$ cat config.mk
export PLATFORM = sky130hd
export DESIGN_NAME = debug_mem_reader_flat
export DESIGN_NICKNAME = d
export VERILOG_FILES = /design/src/rtl/debug_mem_reader_pkg.sv /design/src/rtl/debug_mem_reader_if.sv /design/src/rtl/debug_mem_reader.sv /design/src/flat_wrapper.sv
export SDC_FILE = /design/constraint.sdc
export NUM_CORES = 1
export LEC_CHECK = 0
export CAP_MARGIN = 10
export CORE_ASPECT_RATIO = 1.25
export CORE_MARGIN = 2
export CORE_UTILIZATION = 49
export DETAILED_ROUTE_END_ITERATION = 10
export PLACE_DENSITY = 0.79
export SLEW_MARGIN = 40
export SYNTH_ARGS = -nofsm -noshare
export SYNTH_HDL_FRONTEND = slang
export SYNTH_SLANG_ARGS = --single-unit
$ cat constraint.sdc
create_clock -name clk -period 2.4 [get_ports clk]
set_input_delay 0.72 -clock clk [delete_from_list [all_inputs] [get_ports clk]]
set_output_delay 0.72 -clock clk [all_outputs]
set_load 0.005 [all_outputs]
$ cat src/rtl/debug_mem_reader_pkg.sv
// Shared constants, FSM state encoding and sizing helper for the debug memory dump reader.
package debug_mem_reader_pkg;

    localparam int unsigned PROC_BITS_DEF       = 32;
    localparam int unsigned DATA_ADDRS_BITS_DEF = 5;
    localparam int unsigned DUMP_WORDS_DEF      = 32;
    localparam int unsigned BYTE_BITS           = 8;

    typedef enum logic [2:0] {
        ST_IDLE,
        ST_ADDR,
        ST_WAIT,
        ST_CAPTURE,
        ST_SEND,
        ST_WAIT_TX,
        ST_NEXT,
        ST_DONE
    } state_t;

    // Index width that stays at least one bit for single-entry ranges.
    function automatic int unsigned idx_bits(input int unsigned n);
        return (n > 1) ? $clog2(n) : 1;
    endfunction

endpackage

$ cat src/rtl/debug_mem_reader_if.sv
// Control, data-memory and UART-transmitter signals of the debug memory dump reader.
interface debug_mem_reader_if
    import debug_mem_reader_pkg::*;
#(
    parameter int unsigned PROC_BITS       = PROC_BITS_DEF,
    parameter int unsigned DATA_ADDRS_BITS = DATA_ADDRS_BITS_DEF
);

    logic                       i_start;
    logic                       o_stall;
    logic                       o_debug_read_data;
    logic [DATA_ADDRS_BITS-1:0] o_debug_read_address;
    logic [PROC_BITS-1:0]       i_mem_data;
    logic [7:0]                 o_tx_data;
    logic                       o_tx_start;
    logic                       i_tx_done;
    logic                       o_busy;
    logic                       o_done;

    // The reader drives memory address and transmitter strobes.
    modport master (
        input  i_start, i_mem_data, i_tx_done,
        output o_stall, o_debug_read_data, o_debug_read_address,
               o_tx_data, o_tx_start, o_busy, o_done
    );

    // Requester, data memory and transmitter side.
    modport slave (
        output i_start, i_mem_data, i_tx_done,
        input  o_stall, o_debug_read_data, o_debug_read_address,
               o_tx_data, o_tx_start, o_busy, o_done
    );

endinterface

$ cat src/rtl/debug_mem_reader.sv
// Dumps DUMP_WORDS data-memory words over a byte-wide UART transmitter, LSB first, stalling the pipeline meanwhile.
module debug_mem_reader
    import debug_mem_reader_pkg::*;
#(
    parameter int unsigned PROC_BITS       = PROC_BITS_DEF,
    parameter int unsigned DATA_ADDRS_BITS = DATA_ADDRS_BITS_DEF,
    parameter int unsigned DUMP_WORDS      = DUMP_WORDS_DEF
) (
    input  logic              clk,
    input  logic              rst,
    debug_mem_reader_if.master bus
);

    localparam int unsigned BYTES     = PROC_BITS / BYTE_BITS;
    localparam int unsigned BIDX_BITS = idx_bits(BYTES);
    localparam logic [BIDX_BITS-1:0]       LAST_BYTE = BIDX_BITS'(BYTES - 1);
    localparam logic [DATA_ADDRS_BITS-1:0] LAST_WORD = DATA_ADDRS_BITS'(DUMP_WORDS - 1);

    state_t                     state_q;
    logic [DATA_ADDRS_BITS-1:0] word_q;
    logic [BIDX_BITS-1:0]       byte_q;
    logic [PROC_BITS-1:0]       shift_q;
    logic [PROC_BITS-1:0]       shift_nxt;
    logic                       stall_q;
    logic                       rd_q;
    logic [7:0]                 tx_data_q;
    logic                       tx_start_q;
    logic                       busy_q;
    logic                       done_q;

    assign shift_nxt = shift_q >> BYTE_BITS;

    // The word counter doubles as the presented address, so it holds naturally between reads.
    always_ff @(posedge clk or negedge rst) begin
        if (!rst) begin
            state_q    <= ST_IDLE;
            word_q     <= '0;
            byte_q     <= '0;
            shift_q    <= '0;
            stall_q    <= 1'b0;
            rd_q       <= 1'b0;
            tx_data_q  <= '0;
            tx_start_q <= 1'b0;
            busy_q     <= 1'b0;
            done_q     <= 1'b0;
        end else begin
            tx_start_q <= 1'b0;
            done_q     <= 1'b0;
            case (state_q)
                ST_IDLE: begin
                    if (bus.i_start) begin
                        word_q  <= '0;
                        byte_q  <= '0;
                        stall_q <= 1'b1;
                        busy_q  <= 1'b1;
                        rd_q    <= 1'b1;
                        state_q <= ST_ADDR;
                    end
                end
                ST_ADDR:  state_q <= ST_WAIT;
                // Extra cycle covers the synchronous BRAM read latency.
                ST_WAIT:  state_q <= ST_CAPTURE;
                ST_CAPTURE: begin
                    shift_q    <= bus.i_mem_data;
                    byte_q     <= '0;
                    rd_q       <= 1'b0;
                    tx_data_q  <= bus.i_mem_data[7:0];
                    tx_start_q <= 1'b1;
                    state_q    <= ST_SEND;
                end
                ST_SEND:  state_q <= ST_WAIT_TX;
                ST_WAIT_TX: begin
                    if (bus.i_tx_done) begin
                        shift_q <= shift_nxt;
                        byte_q  <= byte_q + BIDX_BITS'(1);
                        if (byte_q == LAST_BYTE) begin
                            state_q <= ST_NEXT;
                        end else begin
                            tx_data_q  <= shift_nxt[7:0];
                            tx_start_q <= 1'b1;
                            state_q    <= ST_SEND;
                        end
                    end
                end
                // Stop on the last word instead of incrementing, so a full-range dump never wraps.
                ST_NEXT: begin
                    if (word_q == LAST_WORD) begin
                        done_q  <= 1'b1;
                        state_q <= ST_DONE;
                    end else begin
                        word_q  <= word_q + DATA_ADDRS_BITS'(1);
                        rd_q    <= 1'b1;
                        state_q <= ST_ADDR;
                    end
                end
                ST_DONE: begin
                    stall_q <= 1'b0;
                    busy_q  <= 1'b0;
                    state_q <= ST_IDLE;
                end
                default: state_q <= ST_IDLE;
            endcase
        end
    end

    assign bus.o_stall              = stall_q;
    assign bus.o_debug_read_data    = rd_q;
    assign bus.o_debug_read_address = word_q;
    assign bus.o_tx_data            = tx_data_q;
    assign bus.o_tx_start           = tx_start_q;
    assign bus.o_busy               = busy_q;
    assign bus.o_done               = done_q;

endmodule

$ cat src/flat_wrapper.sv
// flat-port wrapper written by rule: the top's interface ports become plain ports
module debug_mem_reader_flat import debug_mem_reader_pkg::*;
#(
    parameter int unsigned PROC_BITS       = PROC_BITS_DEF,
    parameter int unsigned DATA_ADDRS_BITS = DATA_ADDRS_BITS_DEF,
    parameter int unsigned DUMP_WORDS      = DUMP_WORDS_DEF
)
  (clk, rst, bus_i_start, bus_i_mem_data, bus_i_tx_done, bus_o_stall, bus_o_debug_read_data, bus_o_debug_read_address, bus_o_tx_data, bus_o_tx_start, bus_o_busy, bus_o_done);
  debug_mem_reader_if #(.PROC_BITS(PROC_BITS), .DATA_ADDRS_BITS(DATA_ADDRS_BITS)) bus_i ();
  input  logic clk;
  input  logic rst;
  input wire logic [$bits(bus_i.i_start)-1:0] bus_i_start;
  input wire logic [$bits(bus_i.i_mem_data)-1:0] bus_i_mem_data;
  input wire logic [$bits(bus_i.i_tx_done)-1:0] bus_i_tx_done;
  output wire logic [$bits(bus_i.o_stall)-1:0] bus_o_stall;
  output wire logic [$bits(bus_i.o_debug_read_data)-1:0] bus_o_debug_read_data;
  output wire logic [$bits(bus_i.o_debug_read_address)-1:0] bus_o_debug_read_address;
  output wire logic [$bits(bus_i.o_tx_data)-1:0] bus_o_tx_data;
  output wire logic [$bits(bus_i.o_tx_start)-1:0] bus_o_tx_start;
  output wire logic [$bits(bus_i.o_busy)-1:0] bus_o_busy;
  output wire logic [$bits(bus_i.o_done)-1:0] bus_o_done;
  assign bus_i.i_start = bus_i_start;
  assign bus_i.i_mem_data = bus_i_mem_data;
  assign bus_i.i_tx_done = bus_i_tx_done;
  assign bus_o_stall = bus_i.o_stall;
  assign bus_o_debug_read_data = bus_i.o_debug_read_data;
  assign bus_o_debug_read_address = bus_i.o_debug_read_address;
  assign bus_o_tx_data = bus_i.o_tx_data;
  assign bus_o_tx_start = bus_i.o_tx_start;
  assign bus_o_busy = bus_i.o_busy;
  assign bus_o_done = bus_i.o_done;
  debug_mem_reader #(.PROC_BITS(PROC_BITS), .DATA_ADDRS_BITS(DATA_ADDRS_BITS), .DUMP_WORDS(DUMP_WORDS)) u_core (.clk(clk), .rst(rst), .bus(bus_i));
endmodule
==> results.yml, run 1 <==
outcome:
  status: "complete, no violations"
critical_path:
  crit_fanout: 9
  crit_type: "primary input to register"
  reg2reg_depth: 6
  r2r_setup_slack_ns: 0.45
  cp.arrival_ns: 2.28
  cp-start-kind: "primary input"
  cp-end-kind: "register"
  critPathRequiredTime_ns: 2.58
  crit_start: "bus_i_tx_done"
  rr_startpoint: "u_core.bus.o_debug_read_address[0]"
  r2r-end: "u_core.bus.o_debug_read_address[3]"
sta:
  slew_headroom_pct: 55.7
  max_freq_mhz: 476
  rsz0062_at_grt: "no"
  finalCriticalPeriod_ns: 2.10
  tns_ns: 0
  skew_ns: 0.00637
  slew_viol_final: 0
  worst_slack_ns: 0.300
  finalCritPeriodShare_pct: 87.5
  hold_viol_final: 0
  worst_pin_slew_ns: 0.660
  whs_ns: 0.424
  setup_violations: 0
floorplanning:
  core_um2: 4430
  die_area_um2: 5160
  die_x_um: 64.7
  ioPinCount: 54
  initial_core_util_pct: 50.9
  die_h_um: 79.8
  fp-row-count: 27
global_routing:
  use_met3_pct: 4.51
  grt_overflow: 0
  grt_pass1_wl_mm: 7.65
  grt_pass1_vias: 1584
  grt_max_degree: 27
  antenna_found_initial: 0
  track_usage_pct: 19.4
  busiest_layer: "met2"
  gr-usage-met1_pct: 25.9
  use_met2_pct: 31.6
synth:
  synth-simple-area-share_pct: 9.72
  synth-seq-area-share_pct: 51.1
  synth_area_leader_cell: "dfrtp_1"
  synth-xor-area-share_pct: 0
  synth_compound_area_share_pct: 8.77
  synthTopCellsByArea: "dfrtp_1, mux2_1, mux2_4"
  syn-num-nets: 211
  synth_top_area_share_pct: 51.1
  synth_mux_area_share_pct: 25.5
  ys_ff_latch: 46
  yosysUniqueCellTypes: 37
  synth_cells: 172
  synth_adder_area_share_pct: 1.67
  yosysWarnings: 0
  synth_area_um2: 2250
  synth_top_family_by_area: "multiplexers"
  avgSynthCellArea_um2: 13.1
cells_and_area:
  multi_input_area_um2: 1030
  final_common_cell: "clkdlybuf4s50_1"
  fill_cells: 313
  insertedDiodeCount: 0
  drive_above_1_share_pct: 16.5
  nets: 268
  stdcell_count: 288
  syn_to_final_growth_pct: 32.6
  ff_latch_area_um2: 1150
  mostFrequentLayoutCells: "clkdlybuf4s50_1, dfrtp_1, mux2_1"
drt:
  vias: 1538
  via_per_inst: 5.34
  first_iter_violations: 102
  postRouteWirelength_mm: 4.60
  ant_nets: 0
  drc_errors: 0
  wl_per_cell_um: 16.0
  dr.pass1.iters: 5
power:
  ir_worst_vdd_mv: 0.570
  p_leak_nw: 1.30
  power_density_nw_per_um2: 1110
clock_network:
  insertion_delay_ns: 0.29
  h-tree-depth: 2
  cts_max_path_buffers: 2
  cts_hold_buf: 0
  cts_tree: "done"
  cts_root_buf: "clkbuf_8"
  path_clk_slew_ns: 0.08
  cts_resized: 0
  cts_setup_buffers: 0
  cts_made_buffers: 5
  cts.sinks: 46
placement:
  gp_congestion: 0.702
  dp_cells: 280
  io_buffer_count: 53
  post-place-ws_ns: 0.0371
  hpwl_mm: 3.29
flow_run:
  cap_viol_max_count: 0
min_path:
  min_path_type: "primary input to async pin"
## synthesized netlist by cell type
library cell / instances
nand4bb_1: 1
buf_6: 1
or4b_1: 1
and2_0: 1
or3_1: 1
buf_4: 2
a21o_1: 1
nand2_1: 7
clkbuf_1: 4
and2b_1: 1
dfrtp_1: 46
inv_1: 2
a21oi_1: 2
o21ai_1: 2
o221ai_1: 1
and3_1: 2
mux2_4: 9
nor3b_1: 2
nand4_1: 1
nand3_1: 4
nor2_1: 5
mux2_1: 28
a22o_1: 11
o32ai_1: 1
a32o_1: 1
buf_2: 5
o21ai_0: 5
o21a_1: 2
nor2b_1: 2
a31oi_1: 1
and3b_1: 1
ha_1: 3
nand3b_4: 1
nor4b_1: 1
nand4b_1: 1
nor4bb_1: 2
mux2_2: 11
## state kept, by name, indices dropped and copies added (netlist names)
register / flops
u_core.bus.o_debug_read_address: 5
u_core.bus.o_debug_read_data: 1
u_core.bus.o_tx_data: 8
u_core.shift_q: 24
u_core.byte_q: 2
u_core.state_q: 3
u_core.bus.o_done: 1
u_core.bus.o_tx_start: 1
u_core.bus.o_stall: 1
## worst max-delay path: stages
cell and delay [ns]:
clkdlybuf4s50_1 0.53, nor4bb_1 0.35, o21a_1 0.21, buf_12 0.14, mux2_2 0.33
## power by group
part / total [W] / switching (W) / internal [W] / leakage, nW
Clock: 0.000562 / 0.000251 / 0.000311 / 0.0514
Sequential: 0.00133 / 0.000211 / 0.00112 / 0.566
Combinational: 0.00143 / 0.000548 / 0.000882 / 0.686
Total: 0.00332 / 0.00101 / 0.00231 / 1.30
## metal layers
| metal | wire length (um) | share of wire, % | up-vias |
|---|---|---|---|
| met5 | 0 | 0 | - |
| met4 | 53 | 1.2 | 0 |
| met3 | 250 | 5.4 | 5 |
| met2 | 2240 | 49 | 46 |
| met1 | 2060 | 45 | 741 |
| li1 | - | - | 746 |
## metrics by stage
stage	area [um^2]	utilization, %	power [W]
final	2990	67.5	0.00332
after global routing	2990	67.5	0.00354
after CTS	2990	67.5	0.00335
after detailed placement	2880	65.0	0.00278
after global placement	2880	65.0	0.00273
after floorplan	2250	-	0.00223
## cells by family after synthesis
group	after synthesis
DFF	46
and+or+nand+nor	34
AOI/OAI and AO/OA	27
adders and majority gates	3
buffers and inverters	14
muxes	48
## worst max path at each step
stage,end,slack [ns],depth (start not counted)
2_1_floorplan,u_core.bus.o_debug_read_address[1],0.59,6
3_3_place_gp,u_core.bus.o_tx_data[6],0.07,5
3_5_place_dp,u_core.bus.o_tx_data[0],0.04,5
4_1_cts,u_core.bus.o_tx_data[0],0.30,5
5_1_grt,u_core.bus.o_tx_data[4],0.26,5
6_report,u_core.bus.o_tx_data[4],0.30,5
## layout make-up
type / instances / area share, %
Inverter: 2 / 0.251
Timing Repair Buffer: 62 / 20.7
Clock buffer: 6 / 2.43
Clock inverter: 2 / 1.26
Multi-Input combinational cell: 112 / 34.4
Tap cell: 58 / 2.43
Sequential cell: 46 / 38.5
Power figures use the tool's default switching activity.
==> inputs of run 2 (changes only) <==
--- a/config.mk
+++ b/config.mk
@@ -9,7 +9,9 @@
 export CORE_ASPECT_RATIO = 1.25
 export CORE_MARGIN = 2
 export CORE_UTILIZATION = 49
+export CTS_CLUSTER_DIAMETER = 100
 export DETAILED_ROUTE_END_ITERATION = 10
+export HOLD_SLACK_MARGIN = 0.06
 export PLACE_DENSITY = 0.79
 export SLEW_MARGIN = 40
 export SYNTH_ARGS = -nofsm -noshare
==> results of run 2 <==
No change in the layout: final DEF, timing and power equal those of run 1.
